==> src/rtl/mem_arb_pkg.sv <==
// Shared types and widths for the two-port memory arbiter.
// Widths are fixed by the 256x8 single-port memory the arbiter fronts.
package mem_arb_pkg;

    localparam int unsigned ADDR_W = 8;
    localparam int unsigned DATA_W = 8;

    typedef enum logic {
        REQ_FETCH = 1'b0,
        REQ_DATA  = 1'b1
    } req_id_t;

    typedef struct packed {
        logic              we;
        logic [ADDR_W-1:0] addr;
        logic [DATA_W-1:0] wdata;
    } mem_req_t;

endpackage

==> src/rtl/mem_arbiter_if.sv <==
// Request/response and memory-side signals of the arbiter.
// The slave modport is the arbiter; master is the requesters plus memory.
interface mem_arbiter_if;
    import mem_arb_pkg::*;

    logic              req0_valid;
    logic              req0_we;
    logic [ADDR_W-1:0] req0_addr;
    logic [DATA_W-1:0] req0_wdata;
    logic              req0_ready;
    logic              rsp0_valid;
    logic [DATA_W-1:0] rsp0_rdata;

    logic              req1_valid;
    logic              req1_we;
    logic [ADDR_W-1:0] req1_addr;
    logic [DATA_W-1:0] req1_wdata;
    logic              req1_ready;
    logic              rsp1_valid;
    logic [DATA_W-1:0] rsp1_rdata;

    logic [ADDR_W-1:0] mem_addr;
    logic [DATA_W-1:0] mem_in;
    logic              memory_w_en;
    logic              memory_r_en;
    logic [DATA_W-1:0] mem_out;

    modport slave (
        input  req0_valid, req0_we, req0_addr, req0_wdata,
        output req0_ready, rsp0_valid, rsp0_rdata,
        input  req1_valid, req1_we, req1_addr, req1_wdata,
        output req1_ready, rsp1_valid, rsp1_rdata,
        output mem_addr, mem_in, memory_w_en, memory_r_en,
        input  mem_out
    );

    modport master (
        output req0_valid, req0_we, req0_addr, req0_wdata,
        input  req0_ready, rsp0_valid, rsp0_rdata,
        output req1_valid, req1_we, req1_addr, req1_wdata,
        input  req1_ready, rsp1_valid, rsp1_rdata,
        input  mem_addr, mem_in, memory_w_en, memory_r_en,
        output mem_out
    );

endinterface

==> src/rtl/mem_arb_starve_ctr.sv <==
// Saturating 4-bit count of consecutive denied cycles for one requester.
module mem_arb_starve_ctr #(
    parameter int unsigned Limit = 4
) (
    input  logic clk,
    input  logic rst,
    input  logic inc,
    input  logic clr,
    output logic at_limit
);

    localparam logic [3:0] LimitW = 4'(Limit);

    logic [3:0] cnt_q, cnt_d;

    always_comb begin
        cnt_d = cnt_q;
        if (clr) begin
            cnt_d = '0;
        end else if (inc && (cnt_q != LimitW)) begin
            cnt_d = cnt_q + 4'd1;
        end
    end

    always_ff @(posedge clk) begin
        if (rst) begin
            cnt_q <= '0;
        end else begin
            cnt_q <= cnt_d;
        end
    end

    assign at_limit = (cnt_q == LimitW);

endmodule

==> src/rtl/mem_arbiter.sv <==
// Arbitrates fetch (port 0) and data (port 1) onto one single-port memory.
// MEM_ARBITER_RR_EN selects round-robin; default is fixed priority with starvation guard.
module mem_arbiter
    import mem_arb_pkg::*;
#(
    parameter int unsigned STARVE_LIMIT = 4
) (
    input logic          clk,
    input logic          rst,
    mem_arbiter_if.slave bus
);

    mem_req_t          req0, req1, gnt_req;
    logic              gnt_valid;
    req_id_t           gnt_id;
    logic              prefer0;
    logic [ADDR_W-1:0] addr_q;
    logic [DATA_W-1:0] wdata_q;
    logic              pend_q;
    req_id_t           owner_q;
    logic              ready0, ready1, rsp0_v, rsp1_v;

    assign req0 = '{we: bus.req0_we, addr: bus.req0_addr, wdata: bus.req0_wdata};
    assign req1 = '{we: bus.req1_we, addr: bus.req1_addr, wdata: bus.req1_wdata};

`ifdef MEM_ARBITER_RR_EN
    req_id_t ptr_q;

    assign prefer0 = (ptr_q == REQ_FETCH);

    always_ff @(posedge clk) begin
        if (rst) begin
            ptr_q <= REQ_FETCH;
        end else if (gnt_valid) begin
            ptr_q <= (gnt_id == REQ_FETCH) ? REQ_DATA : REQ_FETCH;
        end
    end
`else
    logic lim0, lim1;

    mem_arb_starve_ctr #(.Limit(STARVE_LIMIT)) u_starve0 (
        .clk      (clk),
        .rst      (rst),
        .inc      (bus.req0_valid & ~ready0),
        .clr      (~bus.req0_valid | ready0),
        .at_limit (lim0)
    );

    mem_arb_starve_ctr #(.Limit(STARVE_LIMIT)) u_starve1 (
        .clk      (clk),
        .rst      (rst),
        .inc      (bus.req1_valid & ~ready1),
        .clr      (~bus.req1_valid | ready1),
        .at_limit (lim1)
    );

    // A starved fetch port wins; this also covers both counters at limit.
    // A starved data port already wins under the default priority.
    logic unused_lim1;
    assign unused_lim1 = lim1;
    assign prefer0     = lim0;
`endif

    always_comb begin
        gnt_valid = 1'b0;
        gnt_id    = REQ_FETCH;
        if (!rst) begin
            if (bus.req0_valid && bus.req1_valid) begin
                gnt_valid = 1'b1;
                gnt_id    = prefer0 ? REQ_FETCH : REQ_DATA;
            end else if (bus.req0_valid) begin
                gnt_valid = 1'b1;
                gnt_id    = REQ_FETCH;
            end else if (bus.req1_valid) begin
                gnt_valid = 1'b1;
                gnt_id    = REQ_DATA;
            end
        end
    end

    assign gnt_req = (gnt_id == REQ_DATA) ? req1 : req0;
    assign ready0  = gnt_valid & (gnt_id == REQ_FETCH);
    assign ready1  = gnt_valid & (gnt_id == REQ_DATA);

    assign bus.req0_ready  = ready0;
    assign bus.req1_ready  = ready1;
    assign bus.memory_r_en = gnt_valid & ~gnt_req.we;
    assign bus.memory_w_en = gnt_valid & gnt_req.we;
    assign bus.mem_addr    = gnt_valid ? gnt_req.addr  : addr_q;
    assign bus.mem_in      = gnt_valid ? gnt_req.wdata : wdata_q;

    always_ff @(posedge clk) begin
        if (rst) begin
            addr_q  <= '0;
            wdata_q <= '0;
            pend_q  <= 1'b0;
            owner_q <= REQ_FETCH;
        end else begin
            pend_q  <= gnt_valid & ~gnt_req.we;
            owner_q <= gnt_id;
            if (gnt_valid) begin
                addr_q  <= gnt_req.addr;
                wdata_q <= gnt_req.wdata;
            end
        end
    end

    // Gating with rst drops a read whose data would land during reset.
    assign rsp0_v = pend_q & ~rst & (owner_q == REQ_FETCH);
    assign rsp1_v = pend_q & ~rst & (owner_q == REQ_DATA);

    assign bus.rsp0_valid = rsp0_v;
    assign bus.rsp1_valid = rsp1_v;
    assign bus.rsp0_rdata = rsp0_v ? bus.mem_out : '0;
    assign bus.rsp1_rdata = rsp1_v ? bus.mem_out : '0;

endmodule

==> src/flat_wrapper.sv <==
// flat-port wrapper written by rule: the top's interface ports become plain ports
module mem_arbiter_flat import mem_arb_pkg::*;
#(
    parameter int unsigned STARVE_LIMIT = 4
)
  (clk, rst, bus_req0_valid, bus_req0_we, bus_req0_addr, bus_req0_wdata, bus_req0_ready, bus_rsp0_valid, bus_rsp0_rdata, bus_req1_valid, bus_req1_we, bus_req1_addr, bus_req1_wdata, bus_req1_ready, bus_rsp1_valid, bus_rsp1_rdata, bus_mem_addr, bus_mem_in, bus_memory_w_en, bus_memory_r_en, bus_mem_out);
  mem_arbiter_if bus_i ();
  input logic clk;
  input logic rst;
  input wire logic [$bits(bus_i.req0_valid)-1:0] bus_req0_valid;
  input wire logic [$bits(bus_i.req0_we)-1:0] bus_req0_we;
  input wire logic [$bits(bus_i.req0_addr)-1:0] bus_req0_addr;
  input wire logic [$bits(bus_i.req0_wdata)-1:0] bus_req0_wdata;
  output wire logic [$bits(bus_i.req0_ready)-1:0] bus_req0_ready;
  output wire logic [$bits(bus_i.rsp0_valid)-1:0] bus_rsp0_valid;
  output wire logic [$bits(bus_i.rsp0_rdata)-1:0] bus_rsp0_rdata;
  input wire logic [$bits(bus_i.req1_valid)-1:0] bus_req1_valid;
  input wire logic [$bits(bus_i.req1_we)-1:0] bus_req1_we;
  input wire logic [$bits(bus_i.req1_addr)-1:0] bus_req1_addr;
  input wire logic [$bits(bus_i.req1_wdata)-1:0] bus_req1_wdata;
  output wire logic [$bits(bus_i.req1_ready)-1:0] bus_req1_ready;
  output wire logic [$bits(bus_i.rsp1_valid)-1:0] bus_rsp1_valid;
  output wire logic [$bits(bus_i.rsp1_rdata)-1:0] bus_rsp1_rdata;
  output wire logic [$bits(bus_i.mem_addr)-1:0] bus_mem_addr;
  output wire logic [$bits(bus_i.mem_in)-1:0] bus_mem_in;
  output wire logic [$bits(bus_i.memory_w_en)-1:0] bus_memory_w_en;
  output wire logic [$bits(bus_i.memory_r_en)-1:0] bus_memory_r_en;
  input wire logic [$bits(bus_i.mem_out)-1:0] bus_mem_out;
  assign bus_i.req0_valid = bus_req0_valid;
  assign bus_i.req0_we = bus_req0_we;
  assign bus_i.req0_addr = bus_req0_addr;
  assign bus_i.req0_wdata = bus_req0_wdata;
  assign bus_req0_ready = bus_i.req0_ready;
  assign bus_rsp0_valid = bus_i.rsp0_valid;
  assign bus_rsp0_rdata = bus_i.rsp0_rdata;
  assign bus_i.req1_valid = bus_req1_valid;
  assign bus_i.req1_we = bus_req1_we;
  assign bus_i.req1_addr = bus_req1_addr;
  assign bus_i.req1_wdata = bus_req1_wdata;
  assign bus_req1_ready = bus_i.req1_ready;
  assign bus_rsp1_valid = bus_i.rsp1_valid;
  assign bus_rsp1_rdata = bus_i.rsp1_rdata;
  assign bus_mem_addr = bus_i.mem_addr;
  assign bus_mem_in = bus_i.mem_in;
  assign bus_memory_w_en = bus_i.memory_w_en;
  assign bus_memory_r_en = bus_i.memory_r_en;
  assign bus_i.mem_out = bus_mem_out;
  mem_arbiter #(.STARVE_LIMIT(STARVE_LIMIT)) u_core (.clk(clk), .rst(rst), .bus(bus_i));
endmodule
==> config.mk <==
export PLATFORM = sky130hd
export DESIGN_NAME = mem_arbiter_flat
export DESIGN_NICKNAME = d
export VERILOG_FILES = /design/src/rtl/mem_arb_pkg.sv /design/src/rtl/mem_arbiter_if.sv /design/src/rtl/mem_arb_starve_ctr.sv /design/src/rtl/mem_arbiter.sv /design/src/flat_wrapper.sv
export SDC_FILE = /design/constraint.sdc
export NUM_CORES = 1
export LEC_CHECK = 0
export ABC_AREA = 1
export CAP_MARGIN = 20
export CORE_ASPECT_RATIO = 0.75
export CORE_MARGIN = 3
export CORE_UTILIZATION = 36
export DETAILED_ROUTE_END_ITERATION = 10
export GPL_TIMING_DRIVEN = 0
export PLACE_DENSITY = 0.79
export SLEW_MARGIN = 5
export SYNTH_ARGS = -nofsm -noshare
export SYNTH_HDL_FRONTEND = slang
export SYNTH_SLANG_ARGS = --single-unit
==> constraint.sdc <==
create_clock -name clk -period 2.1 [get_ports clk]
set_input_delay 0.525 -clock clk [delete_from_list [all_inputs] [get_ports clk]]
set_output_delay 0.525 -clock clk [all_outputs]
set_load 0.02 [all_outputs]
Yosys cells after proc, flatten, opt, wreduce, memory -nomap -nowiden
Index checks and enable logic that the tools add are counted.
{ "totals": {"out_inout_bits": 38, "word_cells": 39, "inputBits": 46, "reg_bits": 22} }
{ "classes": {"muxes": 13, "n_reduce_logical": 3, "eq_ne": 2, "n_bitwise": 15, "add_sub_neg": 1} }
{ "ops": {"columns": ["op", "count"], "rows": [
  ["8-bit two-way mux", 4],
  ["17-bit two-way mux", 1],
  ["1-bit AND", 8],
  ["1-bit two-way mux", 8],
  ["1-bit inverter", 6],
  ["4-bit by 1-bit adder with 4-bit output, second input constant", 1],
  ["4-bit by 3-bit equality test with 1-bit output, second input constant", 1],
  ["4-bit by 3-bit != test with 1-bit output, second input constant", 1],
  ["1-bit logical AND", 2],
  ["2-bit OR reduction", 1],
  ["1-bit OR", 1]
]} }

Logic depth before layout (Yosys ltp)
{ "logic_depth": {"depth_word": 9, "depth_mapped": 9} }

By module
From an unflattened synthesis, not the netlist that was laid out.
{ "unflattened": {"hier_cells": 238, "hier_area_um2": 1535.2} }
{ "modules_own_cells": {"columns": ["module", "cells_each", "seq_area_each_um2", "area_per_inst_um2", "instances"], "rows": [
  ["mem_arbiter", 202, 360.3, 1292.5, 1],
  ["mem_arb_starve_ctr", 36, 80.1, 242.7, 1]
]} }

Least setup slack after synthesis
Ideal clock, no wire load.
{ "synth_path": {"kind": "input-to-output", "startpoint": "input rst", "endpoint": "output bus_rsp0_rdata[0]", "stages": 4, "t_arrival_ps": 1837, "n_path_buf": 1, "setup_slack_ps": -262, "t_required_ps": 1575, "path_cell_list": "buf_4 -> nor3_1 -> inv_1 -> nor2_1"} }
{ "synth_via": {"elab_chain_len": 4} }
{ "synth_lines": {"columns": ["element", "line_no", "source"], "rows": [
  ["start, declared", "flat_wrapper.sv:9", "input logic rst;"],
  ["1-bit inverter", "mem_arbiter.sv:109", "assign rsp0_v = pend_q & ~rst & (owner_q == REQ_FETCH);"],
  ["1-bit AND (2 in series)", "mem_arbiter.sv:109", null],
  ["net bus_rsp0_valid", "flat_wrapper.sv:15", "output wire logic [$bits(bus_i.rsp0_valid)-1:0] bus_rsp0_valid;"],
  ["8-bit two-way mux", "mem_arbiter.sv:114", "assign bus.rsp0_rdata = rsp0_v ? bus.mem_out : '0;"],
  ["end, declared", "flat_wrapper.sv:16", "output wire logic [$bits(bus_i.rsp0_rdata)-1:0] bus_rsp0_rdata;"]
]} }
The timed path passes the listed nets, and every way through them passes these cells.

Worst setup path after layout
{ "layout_path": {"startpoint": "register u_core.u_starve0.cnt_q[0]", "endpoint": "output bus_memory_r_en"} }
{ "layout_via": {"elab_chain_len": 7} }
{ "layout_lines": {"columns": ["element", "line_no", "source"], "rows": [
  ["start, declared", "mem_arb_starve_ctr.sv:14", "logic [3:0] cnt_q, cnt_d;"],
  ["start signal, assigned", "mem_arb_starve_ctr.sv:29", "cnt_q <= cnt_d;"],
  ["4-bit by 3-bit equality test with 1-bit output", "mem_arb_starve_ctr.sv:33", "assign at_limit = (cnt_q == LimitW);"],
  ["1-bit two-way mux", "mem_arbiter.sv:70", "gnt_id = prefer0 ? REQ_FETCH : REQ_DATA;"],
  ["1-bit two-way mux", "mem_arbiter.sv:68", "if (bus.req0_valid && bus.req1_valid) begin"],
  ["1-bit two-way mux", "mem_arbiter.sv:67", "if (!rst) begin"],
  ["17-bit two-way mux", "mem_arbiter.sv:81", "assign gnt_req = (gnt_id == REQ_DATA) ? req1 : req0;"],
  ["1-bit inverter", "mem_arbiter.sv:87", "assign bus.memory_r_en = gnt_valid & ~gnt_req.we;"],
  ["1-bit AND", "mem_arbiter.sv:87", null],
  ["end, declared", "flat_wrapper.sv:27", "output wire logic [$bits(bus_i.memory_r_en)-1:0] bus_memory_r_en;"]
]} }
Every way passes these cells.

==> out/summary.txt <==
Number of max-cap violations -> 0
Core Rows -> 18
Starting DRT DRC Count -> 72
Worst-margin pin slew -> 0.4436 ns
Syn nets -> 261
Setup Skew -> 0.001964 ns
Sequential cell area -> 445.4 um2
Synth Warn # -> 0
Fillcell total -> 282
Synth top cells by count -> nand2_1 (58), inv_1 (37), nand3_1 (35)
P&R area growth vs syn -> 83.87%
Setup TNS -> -0.02350 ns
GR peak layer -> met2
Synth Register Bits -> 22
PwrDens -> 460.4 nW/um2
CTS Hold Buffers Added -> 0
Most frequent cell after synthesis -> nand2_1
Crit path top cell by count -> nand2_4
Crit-path max FO -> 5
Syn_area_per_cell -> 6.191 um2
Overflow after GRT -> 0
Startpoint type of the worst setup path -> flop
I/O pins -> 84
Hpwl dp -> 3005 um
Antenna violations before repair -> 0
N_diodes -> 0
Status -> complete, but fails checks
Final Power -> 1.116 mW
Worst Path Buf+Inv -> 4
DRT Pass-1 Iters -> 4
CTS max path bufs -> 2
Die area -> 4433 um2
Yosys cell types -> 18
Worst setup path class -> flop to output pin
Max Freq -> 470.9 MHz
Slew Limit Fails -> 0
Pleak -> 1.253 nW
Worst-path clk slew -> 0.07 ns
Number of synthesized flops with an enable pin -> 0
Finish-stage setup viols -> 1
Post-Route WL -> 4165 um
Number of buffers created by CTS -> 3
Clock root cell -> clkbuf_8
Hold Vio Cnt, Final -> 0
Core area -> 3401 um2
Multi-input gate area -> 764.5 um2
Crit end category -> output pin
Chip height -> 58.42 um
Post-synth ARST share -> 0%
Chip Width -> 75.89 um
Final GP Congestion -> 0.7635
Worst VDD drop -> 0.3655 mV
Proportion of netlist area held by the largest area contributor -> 33.40%
Tot GR Track Use -> 18.30%
H-tree Lvls -> 1
Tcrit/Tclk final -> 101.1%
Final hold slack -> 0.4654 ns
Post-route DRC -> 0
CTS tree -> yes
Required time of the critical path -> 1.57 ns
Failing checks -> negative setup slack
Cell accounting for the most synthesized area -> dfxtp_1
Register area share after synthesis -> 33.40%
Synth Cell Area -> 1319 um2
Top FF cell, synth -> dfxtp_1
Wirelength per Cell -> 11.51 um
Met2 Resource Use GR -> 31.59%
Share of cells above drive strength 1 -> 25.00%
Vias in the first global route -> 1449
First-pass GRT wire length -> 6341 um
Routing usage on met1 -> 22.94%
CP Cell Sequence -> inv_4 > ha_4 > nand4_4 > nand2_4 > buf_6 > inv_4 > nand2_4 > nand2_4 > nor2_4 > buf_6
Worst skew pair latency -> 0.26 ns
Final #Nets -> 362
Setup ws final -> -0.02350 ns
Routed vias/inst -> 4.622
Family with the most delay on the worst path -> simple AND/OR/NAND/NOR gates
Post-route ant nets -> 0
Initial cell density of the core -> 38.78%
Final min period -> 2.124 ns
Clock sinks -> 22
Synth area leaders -> dfxtp_1 (33%), nand2_1 (17%), nand3_1 (13%), inv_1 (11%), a21oi_1 (6.8%)
Total number of vias -> 1673
Slowest cell on the critical path -> dfxtp_4
Slew headroom -> 70.43%
FF-to-FF setup slack -> 0.81 ns
Hold Crit Class -> flop to flop
WP data arrival -> 1.60 ns
Largest stage delay on the critical path -> 0.37 ns
Synth Instances -> 213
Largest net degree at the start of global routing -> 12
Met3 Track Usage GR -> 4.778%
IO buf count -> 83
RSZ-0062 raised after global routing -> yes
[path summary, 6_finish.rpt]
| kind | from | endpoint | cells past startpoint |
|---|---|---|---|
| setup / recovery | u_core.u_starve0.cnt_q[0] | bus_memory_r_en | 10 |
| hold / removal | u_core.u_starve0.cnt_q[3] | u_core.u_starve0.cnt_q[3] | 2 |
| setup reg to reg | u_core.u_starve0.cnt_q[0] | u_core.addr_q[7] | 8 |
| hold reg to reg | u_core.u_starve0.cnt_q[3] | u_core.u_starve0.cnt_q[3] | 2 |
[layout make-up]
class / instances / area share (%)
flip-flops and latches: 22 / 18.37
inverters: 39 / 6.347
clock buffers: 3 / 1.703
plain buffers: 8 / 3.509
multi-input cells: 144 / 31.53
well taps: 50 / 2.580
repair buffers: 96 / 35.96
[registers in the layout, indices dropped and copies added (netlist names)]
name,flops
u_core.wdata_q,8
u_core.owner_q,1
u_core.addr_q,8
u_core.pend_q,1
u_core.u_starve0.cnt_q,4
[report_power, final]
| group | switching (mW) | internal (mW) | leakage, nW |
|---|---|---|---|
| sequential | 0.00869 | 0.442 | 0.182 |
| combinational | 0.209 | 0.203 | 1.05 |
| clock | 0.126 | 0.128 | 0.0216 |
| total | 0.344 | 0.773 | 1.25 |
[worst register-to-register path: stages, from the launching register on]
cell and delay, ns:
dfxtp_4 0.37, inv_4 0.06, ha_4 0.14, nand4_4 0.11
buf_4 0.20, nand3_1 0.08, nand3_2 0.07, nand2_1 0.08
nor2_1 0.04
[per-stage QoR]
step	cell area [um2]	cells	utilization, %	setup WS, ns
floorplan	1328	213	-	-0.008784
global placement	2221	346	65.31	-0.9808
detailed placement	2221	346	65.31	-0.9933
CTS	2356	361	69.28	0.001289
global route	2425	362	71.30	-0.1005
finish	2425	362	71.30	-0.02350
[placed cells by master (no fill, tap or decap), types with 2 or more instances in the layout]
cell type | Yosys | final
a21oi_1 | 18 | 17
inv_4 | 0 | 3
nand3_2 | 0 | 3
nand2_4 | 0 | 4
nand2_1 | 58 | 53
dlygate4sd2_1 | 0 | 10
buf_6 | 1 | 11
xor2_1 | 2 | 2
nor2_1 | 24 | 22
inv_1 | 37 | 32
buf_2 | 1 | 12
inv_2 | 2 | 4
nand3_1 | 35 | 32
buf_4 | 4 | 17
clkbuf_8 | 0 | 4
clkdlybuf4s15_2 | 0 | 8
clkdlybuf4s50_1 | 0 | 42
dfxtp_1 | 22 | 20
[per-layer routing]
metal | routed length, um | share of wire (%)
met2 | 1988 | 48
met5 | 0 | 0
met1 | 1674 | 40
met3 | 477 | 11
met4 | 25 | 0.60
[repair_timing]
| item | 4_1_cts | 5_1_grt |
|---|---|---|
| endpoints found under the setup margin | 38 | 20 |
| pin swaps | 7 | 8 |
| setup buffers | 11 | 1 |
| resized for setup | 156 | 22 |
| gates cloned | 1 | 0 |
[cells by family after synthesis]
family | Yosys count | share of synthesized area (%)
buffers and inverters | 47 | 15.18
flip-flops | 22 | 33.40
AND/OR/NAND/NOR | 120 | 40.13
XOR/XNOR | 2 | 1.329
adder cells (fa/ha/maj) | 2 | 1.897
AO/OA/AOI/OAI | 20 | 8.065
Note: power is estimated with default switching activity, not from simulation.
